--- config.mk ---
export PLATFORM = sky130hd
export DESIGN_NAME = sonar_sweep_ctrl
export DESIGN_NICKNAME = d
export VERILOG_FILES = /design/src/rtl/sonar_sweep_ctrl.sv
export SDC_FILE = /design/constraint.sdc
export NUM_CORES = 1
export LEC_CHECK = 0
export BUFFER_PORTS_ARGS = -buffer_cell sky130_fd_sc_hd__buf_2
export CORE_MARGIN = 2
export CORE_UTILIZATION = 25
export DETAILED_ROUTE_END_ITERATION = 12
export PLACE_DENSITY = 0.41
export SLEW_MARGIN = 10
export SYNTH_ARGS = -nofsm -noshare
export SYNTH_HDL_FRONTEND = slang
export SYNTH_SLANG_ARGS = --single-unit
--- constraint.sdc ---
create_clock -name clock -period 3.5 [get_ports clock]
set_input_delay 0.35 -clock clock [delete_from_list [all_inputs] [get_ports clock]]
set_output_delay 0.35 -clock clock [all_outputs]
set_load 0.05 [all_outputs]
--- src/rtl/sonar_sweep_ctrl.sv ---
// Sonar sweep controller: steps a servo through positions 0..7 in a
// triangle pattern, waits for the servo to settle, triggers a distance
// measurement, hands the record to a serial transmitter, then advances.
//
// Ports
//   clock          system clock, rising edge
//   reset          asynchronous, active-high reset
//   ligar          sweep enable (level)
//   sensor_pronto  distance sensor done (pulse or level)
//   tx_pronto      record transmitter done
//   posicao[2:0]   current servo position index
//   sentido        sweep direction, 1 = ascending
//   medir          one-cycle measurement start pulse
//   tx_iniciar     one-cycle record transmission start pulse
//   erro_medida    record in flight comes from a timed-out measurement
//   db_estado[3:0] current state code
//
// state      | meaning
// -----------+-----------------------------------------------
// IDLE       | sweep disabled, position parked at 0 ascending
// POSICIONA  | waiting SETTLE_CYCLES for the servo to settle
// MEDE       | medir pulse
// ESPERA_MED | waiting for sensor_pronto or TIMEOUT_CYCLES
// TRANSMITE  | tx_iniciar pulse
// ESPERA_TX  | waiting for tx_pronto
// AVANCA     | step position along the triangle sweep

module sonar_sweep_ctrl #(
   parameter int unsigned SETTLE_CYCLES  = 25000000,
   parameter int unsigned TIMEOUT_CYCLES = 3000000
) (
   input  logic       clock,
   input  logic       reset,
   input  logic       ligar,
   input  logic       sensor_pronto,
   input  logic       tx_pronto,
   output logic [2:0] posicao,
   output logic       sentido,
   output logic       medir,
   output logic       tx_iniciar,
   output logic       erro_medida,
   output logic [3:0] db_estado
);

   typedef enum logic [3:0] {
      IDLE       = 4'd0,
      POSICIONA  = 4'd1,
      MEDE       = 4'd2,
      ESPERA_MED = 4'd3,
      TRANSMITE  = 4'd4,
      ESPERA_TX  = 4'd5,
      AVANCA     = 4'd6
   } estado_t;

   // The timer counts up from 0 on state entry, so the last cycle of a
   // wait of N cycles is the one where the timer reads N-1.
   localparam logic [31:0] SETTLE_LAST  = 32'(SETTLE_CYCLES - 1);
   localparam logic [31:0] TIMEOUT_LAST = 32'(TIMEOUT_CYCLES - 1);

   estado_t     r_estado;
   logic [31:0] r_timer;
   logic [2:0]  r_posicao;
   logic        r_sentido;
   logic        r_medir;
   logic        r_tx_iniciar;
   logic        r_erro;
   logic [31:0] w_timer_inc;

   // Saturating increment: the timer must never wrap back to zero.
   assign w_timer_inc = (r_timer == 32'hFFFF_FFFF) ? r_timer : r_timer + 32'd1;

   always_ff @(posedge clock or posedge reset) begin
      if (reset) begin
         r_estado     <= IDLE;
         r_timer      <= 32'd0;
         r_posicao    <= 3'd0;
         r_sentido    <= 1'b1;
         r_medir      <= 1'b0;
         r_tx_iniciar <= 1'b0;
         r_erro       <= 1'b0;
      end else begin
         r_medir      <= 1'b0;
         r_tx_iniciar <= 1'b0;
         // Disable wins over every state transition, including the ones
         // that would otherwise raise a pulse on this clock.
         if (!ligar && r_estado != IDLE) begin
            r_estado  <= IDLE;
            r_timer   <= 32'd0;
            r_posicao <= 3'd0;
            r_sentido <= 1'b1;
            r_erro    <= 1'b0;
         end else begin
            case (r_estado)
               IDLE: begin
                  if (ligar) begin
                     r_estado <= POSICIONA;
                     r_timer  <= 32'd0;
                  end
               end
               POSICIONA: begin
                  if (r_timer >= SETTLE_LAST) begin
                     r_estado <= MEDE;
                     r_medir  <= 1'b1;
                  end else begin
                     r_timer <= w_timer_inc;
                  end
               end
               MEDE: begin
                  r_estado <= ESPERA_MED;
                  r_timer  <= 32'd0;
               end
               ESPERA_MED: begin
                  // A sensor answer on the timeout cycle still counts as valid.
                  if (sensor_pronto) begin
                     r_estado     <= TRANSMITE;
                     r_tx_iniciar <= 1'b1;
                     r_erro       <= 1'b0;
                  end else if (r_timer >= TIMEOUT_LAST) begin
                     r_estado     <= TRANSMITE;
                     r_tx_iniciar <= 1'b1;
                     r_erro       <= 1'b1;
                  end else begin
                     r_timer <= w_timer_inc;
                  end
               end
               TRANSMITE: begin
                  r_estado <= ESPERA_TX;
               end
               ESPERA_TX: begin
                  if (tx_pronto) begin
                     r_estado <= AVANCA;
                     r_erro   <= 1'b0;
                  end
               end
               AVANCA: begin
                  r_estado <= POSICIONA;
                  r_timer  <= 32'd0;
                  if (r_sentido) begin
                     if (r_posicao == 3'd7) begin
                        r_posicao <= 3'd6;
                        r_sentido <= 1'b0;
                     end else begin
                        r_posicao <= r_posicao + 3'd1;
                     end
                  end else begin
                     if (r_posicao == 3'd0) begin
                        r_posicao <= 3'd1;
                        r_sentido <= 1'b1;
                     end else begin
                        r_posicao <= r_posicao - 3'd1;
                     end
                  end
               end
               default: begin
                  r_estado <= IDLE;
               end
            endcase
         end
      end
   end

   assign posicao     = r_posicao;
   assign sentido     = r_sentido;
   assign medir       = r_medir;
   assign tx_iniciar  = r_tx_iniciar;
   assign erro_medida = r_erro;
   assign db_estado   = r_estado;

endmodule

# ---- Word-level counts from Yosys, hierarchy flattened
# Index checks and enable logic that the tools add are counted.
dict set report totals {
  regBits 43
  input_bits 5
  output_inout_bits 11
  word_cells 75
}
dict set report op_classes {
  add_sub_neg 3
  magnitude_cmp 2
  n_eq_ne 15
  mux 36
  reduce_logical 12
}
# op n
set ops {}
lappend ops {{32-bit 2-to-1 mux} 6}
lappend ops {{32-bit one-hot mux with 4 select lines} 1}
lappend ops {{32-bit by 1-bit adder with 32-bit output (second input constant)} 1}
lappend ops {{32-bit == test (second input constant)} 1}
lappend ops {{32-bit by 22-bit >= comparator with 1-bit output (second input constant)} 1}
lappend ops {{32-bit by 25-bit >= comparator with 1-bit output (second input constant)} 1}
lappend ops {{4-bit one-hot mux with 7 select lines} 1}
lappend ops {{4-bit 2-to-1 mux} 6}
lappend ops {{3-bit != test (second input constant)} 6}
lappend ops {{1-bit 2-to-1 mux} 16}
lappend ops {{3-bit 2-to-1 mux} 5}
lappend ops {{4-bit by 3-bit == test with 1-bit output (second input constant)} 3}
lappend ops {{4-bit by 2-bit == test with 1-bit output (second input constant)} 2}
lappend ops {{5-bit AND reduction} 1}
lappend ops {{5-bit nonzero test} 1}
lappend ops {{4-bit by 1-bit == test with 1-bit output (second input constant)} 1}
lappend ops {{4-bit logical NOT} 1}
lappend ops {{4-bit != test (second input constant)} 1}
lappend ops {{4-bit AND reduction} 1}
lappend ops {{4-bit nonzero test} 1}
lappend ops {{3-bit by 1-bit adder with 3-bit output (second input constant)} 1}
lappend ops {{3-bit == test (second input constant)} 1}
lappend ops {{3-bit logical NOT} 1}
lappend ops {{3-bit AND reduction} 1}
lappend ops {{7 further kinds} 7}

# ---- Depth between registers and ports, before layout
# Gate-level depths: netlist (run 1).
dict set report logic_depth {
  word_depth 6
  mapped_depth 10
  ltp_nobuf 8
}

# ---- Worst setup path after synthesis (run 1)
# Ideal clock, no wire load.
dict set report synth_path {
  kind {reg2reg}
  startpoint {reg r_timer[0]}
  endpoint {reg r_timer[23]}
  setup_time_ns 0.092
  arrival_ns 2.728
  t_required_ns 3.408
  setup_slack_ns 0.680
  stages_incl_launch_ff 10
  n_path_buf 1
  period_less_slack_ns 2.820
  cell_sequence {dfrtp_1 > ha_1 > nand3_1 > nor2_1 > o41a_1 > o211a_1 > or4_4 > buf_6 > or4_4 > o31ai_2}
}
dict set report synth_between {
  elab_chain_len 6
  word_cells_on_any_way 13
  cone_classes {add/sub: 1; order compare: 2; eq/ne: 3; mux: 6; reduce/logical: 1}
}
# element line
set synth_lines {}
lappend synth_lines {{start: declaration} 61} ;# logic [31:0] r_timer;
lappend synth_lines {{start signal: assignment} 105} ;# r_timer <= w_timer_inc;
lappend synth_lines {{start signal: assignment} 123} ;# r_timer <= w_timer_inc;
lappend synth_lines {{32-bit by 1-bit adder with 32-bit output or 32-bit == test (tied branches)} 70} ;# assign w_timer_inc = (r_timer == 32'hFFFF_FFFF) ? r_timer : r_timer + 32'd1;
lappend synth_lines {{32-bit 2-to-1 mux} 70}
lappend synth_lines {{32-bit 2-to-1 mux} 118} ;# end else if (r_timer >= TIMEOUT_LAST) begin
lappend synth_lines {{32-bit 2-to-1 mux} 114} ;# if (sensor_pronto) begin
lappend synth_lines {{32-bit one-hot mux with 4 select lines} 93} ;# case (r_estado)
lappend synth_lines {{32-bit 2-to-1 mux} 86} ;# if (!ligar && r_estado != IDLE) begin
# Several ways; a longest one is shown, not always the timed one. The select of a mux whose other input is x is not followed.
# A chain may end at the register's enable or synchronous reset.

# ---- Worst setup path after layout (run 1)
dict set report layout_path {
  startpoint {reg r_timer[0]}
  endpoint {reg r_timer[19]}
}
# The elaborated chain is that of the path after synthesis.

==> metrics.cfg, run 1 <==
[setup_path]
critPathLaunchType = flop
critPathArrivalTime_ns = 3.27
critical_path_class = reg -> reg
slowest_stage = or4_4
rr_worst_depth = 8
cp-end-kind = flop
critPathRequiredTime_ns = 3.71
crit_top_cell = or4_4
critPathMaxStageDelay_ns = 0.66
critPathMaxFanout = 19
crit_chain = ha_1, nand3_1, nor2_1, o41a_1, o211a_1, or4_4, or4_4, o31ai_2
r2r_slack_ns = 0.44

[floorplan]
die_area_mm2 = 0.0104
io_pins = 16
core_area_mm2 = 0.00928
die_w_um = 102
num_rows = 35
start_util_pct = 25.9
die_h_um = 102

[yosys]
syn_inst = 286
synth_top_area_share_pct = 42.7
synth_area_mm2 = 0.00240
yosysSeqAreaShare_pct = 43.8
yosys.cell_types.count = 45
synth_most_common_cell = dfrtp_1
synth_edf_count = 0
yosys_warnings = 0
syn_nets = 296
async_flop_share_pct = 100
yosys.area.top_type = dfrtp_1
ys_seq_elements = 42
synth_ff_type = dfrtp_1
post_synth.cell_area_avg_um2 = 8.40
synthTopCellsByArea = dfrtp_1, o21ai_1, nand2_1, nor2_1, inv_1
yosys-top-cells-count = dfrtp_1, nand2_1, nor2_1

[job]
cap_violations = 0

[pwr]
ir_drop_v = 0.000156
pwr-share-seq_pct = 50.4
clockPowerShare_pct = 32.4
power.share.combinational_pct = 17.2
power.leakage_nw = 1.14
power_density_mw_per_mm2 = 375
p_sw_share_pct = 30.6
p_int_mw = 0.704
p_sw_mw = 0.310

[min_path]
worstHoldPathType = in -> async

[grt]
grt_first_pass_wirelength_um = 10300
antenna_found_initial = 0
grt_start_max_net_pins = 43
grt_use_total_pct = 12.6
grt_pass1_vias = 1988
overflow = 0

[sta]
grt_setup_unrepaired = false
finClkSkew_ns = 0.0107
clock.fmax_ghz = 0.326
setup_viol = 0
max-slew-margin-rel_pct = 38.8
tightest_slew_ns = 0.916
hold_viol = 0
setup_ws_ns = 0.437
final.period_utilization_pct = 87.5
finalMaxSlewViolations = 0
fin_setup_tns_ns = 0
final_period_minus_worst_setup_slack_ns = 3.06

[clock_network]
clk_path_buf_depth = 2
postCtsSetupRepairBufs = 0
cts-resized-gates = 0
cts_buffers = 5
h-tree-depth = 2
clkTransAtPathRegs_ns = 0.08
cts_tree = yes
insertion_delay_ns = 0.30
cts_hold_buffers = 0
cts_root_buffer = clkbuf_8
cts_sinks = 42

[drt]
wl_per_cell_um = 13.9
wl_um = 5980
first_pass_iters = 4
drt_iter0_drc = 82
vias = 2095
ant_nets = 0
drc_errors = 0
routed_via_density = 4.88

[place]
port_buffers = 14
dp_hpwl_um = 4170
place_ws_ns = 0.409
place_congestion = 0.790

[layout]
syn2layout_area_growth_pct = 12.7
multi_input_area_mm2 = 0.00120
finalNetCount = 309
drive_above_1_share_pct = 11.3
antenna_cells = 0
regArea_mm2 = 0.00105
n_fill_cell = 1022

[run_status]
status = finished clean

[stage by stage]
step           cell area, um^2  util [%]  instances  power (mW)  hold WS (ns)
2_1_floorplan             2400         -        286       0.649         0.475
3_3_place_gp              2610      28.2        421       0.701         0.495
3_5_place_dp              2610      28.2        421       0.698         0.486
4_1_cts                   2710      29.1        429        1.03         0.296
5_1_grt                   2710      29.1        429        1.07         0.330
6_report                  2710      29.1        429        1.01         0.254
[layer usage]
layer	GRT usage, %	up-vias	share of wire (%)
met5	0	-	0
met3	3.15	2	3.0
met1	17.8	1005	53
li1	-	1058	-
met2	19.3	30	43
met4	3.08	0	0.55
[power by group through the flow]
| stage | registers (mW) | logic, mW | clock network [mW] |
|---|---|---|---|
| floorplan | 0.540 | 0.110 | 0 |
| global placement | 0.520 | 0.181 | 0 |
| detailed placement | 0.520 | 0.178 | 0 |
| CTS | 0.511 | 0.178 | 0.344 |
| global route | 0.514 | 0.197 | 0.364 |
| finish | 0.511 | 0.175 | 0.329 |
[placed cells by master, fill, tap and decap left out, drive strengths merged, types with 2 or more instances in the layout]
cell type	netlist	final
dfrtp	41	41
o21ai	31	31
nand2	28	28
nor2	26	26
inv	22	22
buf	2	20
nand3	14	14
nor3	12	12
o31ai	12	12
and2	11	11
a21oi	10	10
a31oi	8	8
nand4	7	7
clkbuf	12	7
nor4	6	6
ha	5	5
or4	4	4
or3	3	3
nand2b	3	3
o22ai	3	3
o22a	2	2
o41ai	2	2
a21o	2	2
a221oi	2	2
and3	2	2
nand4b	2	2
[critical path: cells and delay by family (launching register included)]
family          cells  cell delay (ns)
simple gates        4             1.48
fa+ha+maj           1             0.24
flops               1             0.41
compound gates      3             0.86
[registers in the layout, summed over array words and instances, names as in the netlist]
name,cells
erro_medida,1
r_timer,32
sentido,1
posicao,3
db_estado,3
medir,1
tx_iniciar,1
[final timing paths]
kind | from | end
max in group asynchronous | reset | r_timer[4]
min in group clock | ligar | db_estado[0]
setup / recovery | r_timer[0] | r_timer[19]
hold / removal | reset | r_timer[27]
setup reg to reg | r_timer[0] | r_timer[19]
hold reg to reg | erro_medida | erro_medida
[area by class of cell]
type / instances / share of cell area, %
Sequential cell: 42 / 38.9
Timing Repair Buffer: 20 / 4.26
Clock buffer: 7 / 3.19
Inverter: 22 / 3.05
Tap cell: 129 / 5.97
Multi-Input combinational cell: 208 / 44.4
Clock inverter: 1 / 0.185
[cell families (layout without fill, tap and decap cells)]
kind of cell / after synthesis / after routing / synth area share, %
AO/OA/AOI/OAI: 81 / 81 / 21.8
AND/OR/NAND/NOR: 121 / 121 / 25.5
other: 1 / 1 / 0.156
buffers and inverters: 36 / 50 / 6.10
adder cells (fa/ha/maj): 5 / 5 / 2.61
flip-flops: 42 / 42 / 43.8
Note: power is estimated with default switching activity, not from simulation.
==> run 2: changes to the inputs <==
- RECOVER_POWER: unset -> 25
==> metrics.cfg, run 2 (synthesis gave the netlist of run 1 again) <==
[run_status]
status = finished, violations left
violations = capacitance limit, slew limit

[floorplan]
start_util_pct = 25.9  ; unchanged
num_rows = 35  ; unchanged
io_pins = 16  ; unchanged
die_area_mm2 = 0.0104  ; unchanged
die_h_um = 102  ; unchanged
core_area_mm2 = 0.00928  ; unchanged
die_w_um = 102  ; unchanged

[setup_path]
cp-end-kind = flop
critPathMaxFanout = 19  ; unchanged
critical_path_class = reg -> reg
critPathArrivalTime_ns = 3.27  ; about the same
critPathLaunchType = flop
critPathRequiredTime_ns = 3.71  ; about the same

[sta]
tightest_slew_ns = 1.64  ; +0.722 ns
final_period_minus_worst_setup_slack_ns = 3.06  ; -0.00235 ns
setup_ws_ns = 0.439  ; +0.00235 ns
grt_setup_unrepaired = false
fin_setup_tns_ns = 0  ; unchanged
finalMaxSlewViolations = 43  ; +43
finClkSkew_ns = 0.0107  ; -0.00000380 ns
clock.fmax_ghz = 0.327  ; about the same
whs_ns = 0.386  ; +0.131 ns
max-slew-margin-rel_pct = -9.32  ; -48 points
final.period_utilization_pct = 87.5  ; about the same
hold_viol = 0  ; unchanged
setup_viol = 0  ; unchanged

[layout]
largest_register_ffs = 32  ; unchanged
top_register = r_timer
layout_common_cells = dfrtp_1, nand2_1, nor2_1
drive_above_1_share_pct = 11.0  ; -0.33 points
n_fill_cell = 1022  ; unchanged
utilization_pct = 29.1  ; unchanged
finalNetCount = 309  ; unchanged
layout_commonest_cell = dfrtp_1
fin_area_mm2 = 0.00271  ; unchanged
antenna_cells = 0  ; unchanged
syn2layout_area_growth_pct = 12.7  ; unchanged
fin_cells = 429  ; unchanged

[pwr]
ir_drop_v = 0.000156  ; about the same
power.leakage_nw = 1.15  ; about the same
finalPower_mw = 1.01  ; about the same
power_density_mw_per_mm2 = 375  ; about the same

[place]
place_area_mm2 = 0.00261  ; unchanged
port_buffers = 14  ; unchanged
place_ws_ns = 0.409  ; unchanged
dp.cells = 421  ; unchanged
dp_hpwl_um = 4170  ; unchanged
place_congestion = 0.790  ; unchanged

[drt]
first_pass_iters = 4  ; unchanged
ant_nets = 0  ; unchanged
drc_errors = 0  ; unchanged
wl_per_cell_um = 13.9  ; about the same
routed_via_density = 4.88  ; -0.14%
wl_um = 5980  ; about the same
drt_iter0_drc = 82  ; unchanged
vias = 2092  ; -0.14%

[clock_network]
cts_tree = yes
insertion_delay_ns = 0.30  ; about the same
postCtsSetupRepairBufs = 0  ; unchanged
clkTransAtPathRegs_ns = 0.08  ; about the same
cts_hold_buffers = 0  ; unchanged
clk_path_buf_depth = 2  ; unchanged
h-tree-depth = 2  ; unchanged
cts_buffers = 5  ; unchanged
cts_root_buffer = clkbuf_8
cts_sinks = 42  ; unchanged
cts-resized-gates = 0  ; unchanged

[grt]
grt_pass1_vias = 1988  ; unchanged
antenna_found_initial = 0  ; unchanged
grt_first_pass_wirelength_um = 10300  ; unchanged
grt_start_max_net_pins = 43  ; unchanged
grt_use_total_pct = 12.6  ; unchanged
overflow = 0  ; unchanged

[min_path]
worstHoldPathType = in -> reg

[job]
cap_violations = 1  ; +1

[run 2: cell types whose count changed in the layout (fill, tap and decap cells not counted)]
| cell | delta |
|---|---|
| inv_2 | -1 |
| inv_1 | +1 |
[run 2: final cells by class]
cell class | instances | area (um^2) | share of cell area (%)
Inverter | 22 | 82.6 | 3.05
Timing Repair Buffer | 20 | 115 | 4.26
Clock buffer | 7 | 86.3 | 3.19
Sequential cell | 42 | 1050 | 38.9
Tap cell | 129 | 161 | 5.97
Multi-Input combinational cell | 208 | 1200 | 44.4
Clock inverter | 1 | 5.00 | 0.185
[run 2: layer usage]
layer | part of all wire (%) | GRT usage [%]
met5 | 0 | 0
met2 | 44 | 19.3
met3 | 3.0 | 3.15
met1 | 53 | 17.8
met4 | 0.55 | 3.08
[run 2: power by group]
| group | total [mW] | switching (mW) | internal, mW | leakage, nW |
|---|---|---|---|---|
| Clock | 0.329 | 0.169 | 0.159 | 0.0482 |
| Combinational | 0.174 | 0.125 | 0.0492 | 0.517 |
| Sequential | 0.511 | 0.0154 | 0.496 | 0.580 |
| Total | 1.01 | 0.310 | 0.704 | 1.15 |
[run 2: worst paths after layout]
path | depth (start not counted) | slack [ns] | from | end
setup reg to reg | 8 | 0.44 | r_timer[0] | r_timer[19]
max in group asynchronous | 2 | 1.99 | reset | r_timer[2]
hold / removal | 3 | 0.39 | ligar | db_estado[0]
setup / recovery | 8 | 0.44 | r_timer[0] | r_timer[19]
hold reg to reg | 1 | 0.51 | erro_medida | erro_medida
min in group asynchronous | 2 | 0.55 | reset | posicao[2]
[run 2: worst max-delay path, stage by stage, from the launching register on]
cell and delay, ns:
dfrtp_1 0.41, ha_1 0.24, nand3_1 0.21, nor2_1 0.12, o41a_1 0.42, o211a_1 0.25
or4_4 0.66, or4_4 0.49, o31ai_2 0.19
==> run 3: changes to the inputs <==
- CORE_MARGIN: 2 -> 8
==> metrics.cfg, run 3 (synthesis gave the netlist of run 1 again) <==
[floorplan]
core_area_mm2 = 0.00928  ; unchanged
start_util_pct = 25.9  ; unchanged
die_h_um = 114  ; +12%
die_w_um = 114  ; +12%
io_pins = 16  ; unchanged
num_rows = 35  ; unchanged
die_area_mm2 = 0.0130  ; +25%

[clock_network]
cts_buffers = 5  ; unchanged
clkTransAtPathRegs_ns = 0.08  ; about the same
cts-resized-gates = 0  ; unchanged
h-tree-depth = 2  ; unchanged
insertion_delay_ns = 0.29  ; about the same
cts_sinks = 42  ; unchanged
cts_tree = yes
postCtsSetupRepairBufs = 0  ; unchanged
cts_root_buffer = clkbuf_8
cts_hold_buffers = 0  ; unchanged
clk_path_buf_depth = 2  ; unchanged

[setup_path]
critPathMaxStageDelay_ns = 0.66  ; about the same
slowest_stage = or4_4
critPathArrivalTime_ns = 3.27  ; about the same
critical_path_class = reg -> reg
cp-end-kind = flop
r2r_slack_ns = 0.45  ; about the same
rr_worst_depth = 8  ; unchanged
critPathMaxFanout = 19  ; unchanged
r2r-end = r_timer[19]
timing.rr.start = r_timer[0]
worst-path-buf-inv = 0  ; unchanged
critPathRequiredTime_ns = 3.71  ; about the same
crit_family = simple AND/OR/NAND/NOR gates
crit_chain = ha_1, nand3_1, nor2_1, o41a_1, o211a_1, or4_4, or4_4, o31ai_2
crit_top_cell = or4_4
critPathLaunchType = flop

[layout]
top_register = r_timer
largest_register_ffs = 32  ; unchanged
syn2layout_area_growth_pct = 12.4
fin_cells = 429  ; unchanged
drive_above_1_share_pct = 10.7  ; -0.33 points
layout_common_cells = dfrtp_1, nand2_1, nor2_1
finalNetCount = 310  ; +0.32%
antenna_cells = 0  ; unchanged
layout_commonest_cell = dfrtp_1

[place]
port_buffers = 14  ; unchanged
dp_hpwl_um = 4390  ; +5.2%
place_congestion = 0.731  ; -7.4%
dp.cells = 422  ; +0.24%

[sta]
hold_viol = 0  ; unchanged
finClkSkew_ns = 0.00975  ; -0.000963 ns
max-slew-margin-rel_pct = -13.1  ; -3.7 points
grt_setup_unrepaired = false
final.period_utilization_pct = 87.2  ; -0.20 points
final_period_minus_worst_setup_slack_ns = 3.05  ; -0.00714 ns
whs_ns = 0.395  ; +0.00900 ns
finalMaxSlewViolations = 43  ; unchanged
setup_viol = 0  ; unchanged
tightest_slew_ns = 1.69  ; +0.0562 ns
clock.fmax_ghz = 0.327  ; +0.23%
fin_setup_tns_ns = 0  ; unchanged

[pwr]
power.leakage_nw = 1.14  ; -0.44%
ir_drop_v = 0.000137  ; -12%
power_density_mw_per_mm2 = 368  ; -1.8%
finalPower_mw = 0.993  ; -2.1%

[min_path]
hold_end = db_estado[0]
worstHoldPathType = in -> reg
min_from = ligar
whs_path_depth = 3  ; unchanged

[grt]
grt_use_total_pct = 10.2  ; -2.4 points
grt_start_max_net_pins = 43  ; unchanged
overflow = 0  ; unchanged
grt_first_pass_wirelength_um = 10400  ; +1.7%
antenna_found_initial = 0  ; unchanged
grt_pass1_vias = 1971  ; -0.86%

[drt]
wl_met3_um = 301  ; +68%
wl_um = 6260  ; +4.6%
wl_met2_um = 2690  ; +3.1%
ant_nets = 0  ; unchanged
first_pass_iters = 4  ; unchanged
wl_per_cell_um = 14.6  ; +4.6%
wl_met1_um = 3170  ; +0.57%
drt_iter0_drc = 152  ; +85%
highest_layer = met4
drc_errors = 0  ; unchanged
vias = 2094  ; +0.096%
routed_via_density = 4.88  ; about the same

[run_status]
status = finished, violations left
violations = capacitance limit, slew limit

[job]
cap_violations = 1  ; unchanged

## run 3: how the worst max path moves through the flow
stage / from / end / slack, ns / cells after the start
floorplan: r_timer[0] / r_timer[23] / 0.68 / 9
CTS: r_timer[0] / r_timer[23] / 0.43 / 8
global route: r_timer[0] / r_timer[23] / 0.24 / 8
finish: r_timer[0] / r_timer[19] / 0.45 / 8
global placement: r_timer[0] / r_timer[19] / 0.47 / 8
detailed placement: r_timer[0] / r_timer[19] / 0.44 / 8
## run 3: final cells by class
| cell class | instances | area (um^2) |
|---|---|---|
| Fill cell | 1013 | 6590 |
| Clock buffer | 7 | 76.3 |
| Multi-Input combinational cell | 208 | 1200 |
| Inverter | 22 | 82.6 |
| Timing Repair Buffer | 21 | 123 |
| Tap cell | 129 | 161 |
| Sequential cell | 42 | 1050 |
## run 3: worst register-to-register path, stage by stage, from the launching register on
cell and delay (ns):
dfrtp_1 0.41, ha_1 0.23, nand3_1 0.23, nor2_1 0.12, o41a_1 0.42, o211a_1 0.25, or4_4 0.66, or4_4 0.49
o31ai_2 0.18
## run 3: where the power goes
part | switching (mW) | internal [mW]
Combinational | 0.128 | 0.0525
Clock | 0.163 | 0.138
Sequential | 0.0155 | 0.496
## run 3: layer usage
| layer | up-vias | GRT usage, % |
|---|---|---|
| li1 | 1062 | - |
| met1 | 995 | 14.2 |
| met2 | 32 | 14.8 |
| met3 | 5 | 2.69 |
| met4 | 0 | 3.46 |
| met5 | - | 0 |
## run 3: per-stage QoR
step / setup WS (ns) / area, um^2 / util [%]
finish: 0.446 / 2700 / 29.1
detailed placement: 0.436 / 2620 / 28.2
global placement: 0.475 / 2620 / 28.2
global route: 0.239 / 2700 / 29.1
CTS: 0.426 / 2700 / 29.1
floorplan: 0.680 / 2400 / -
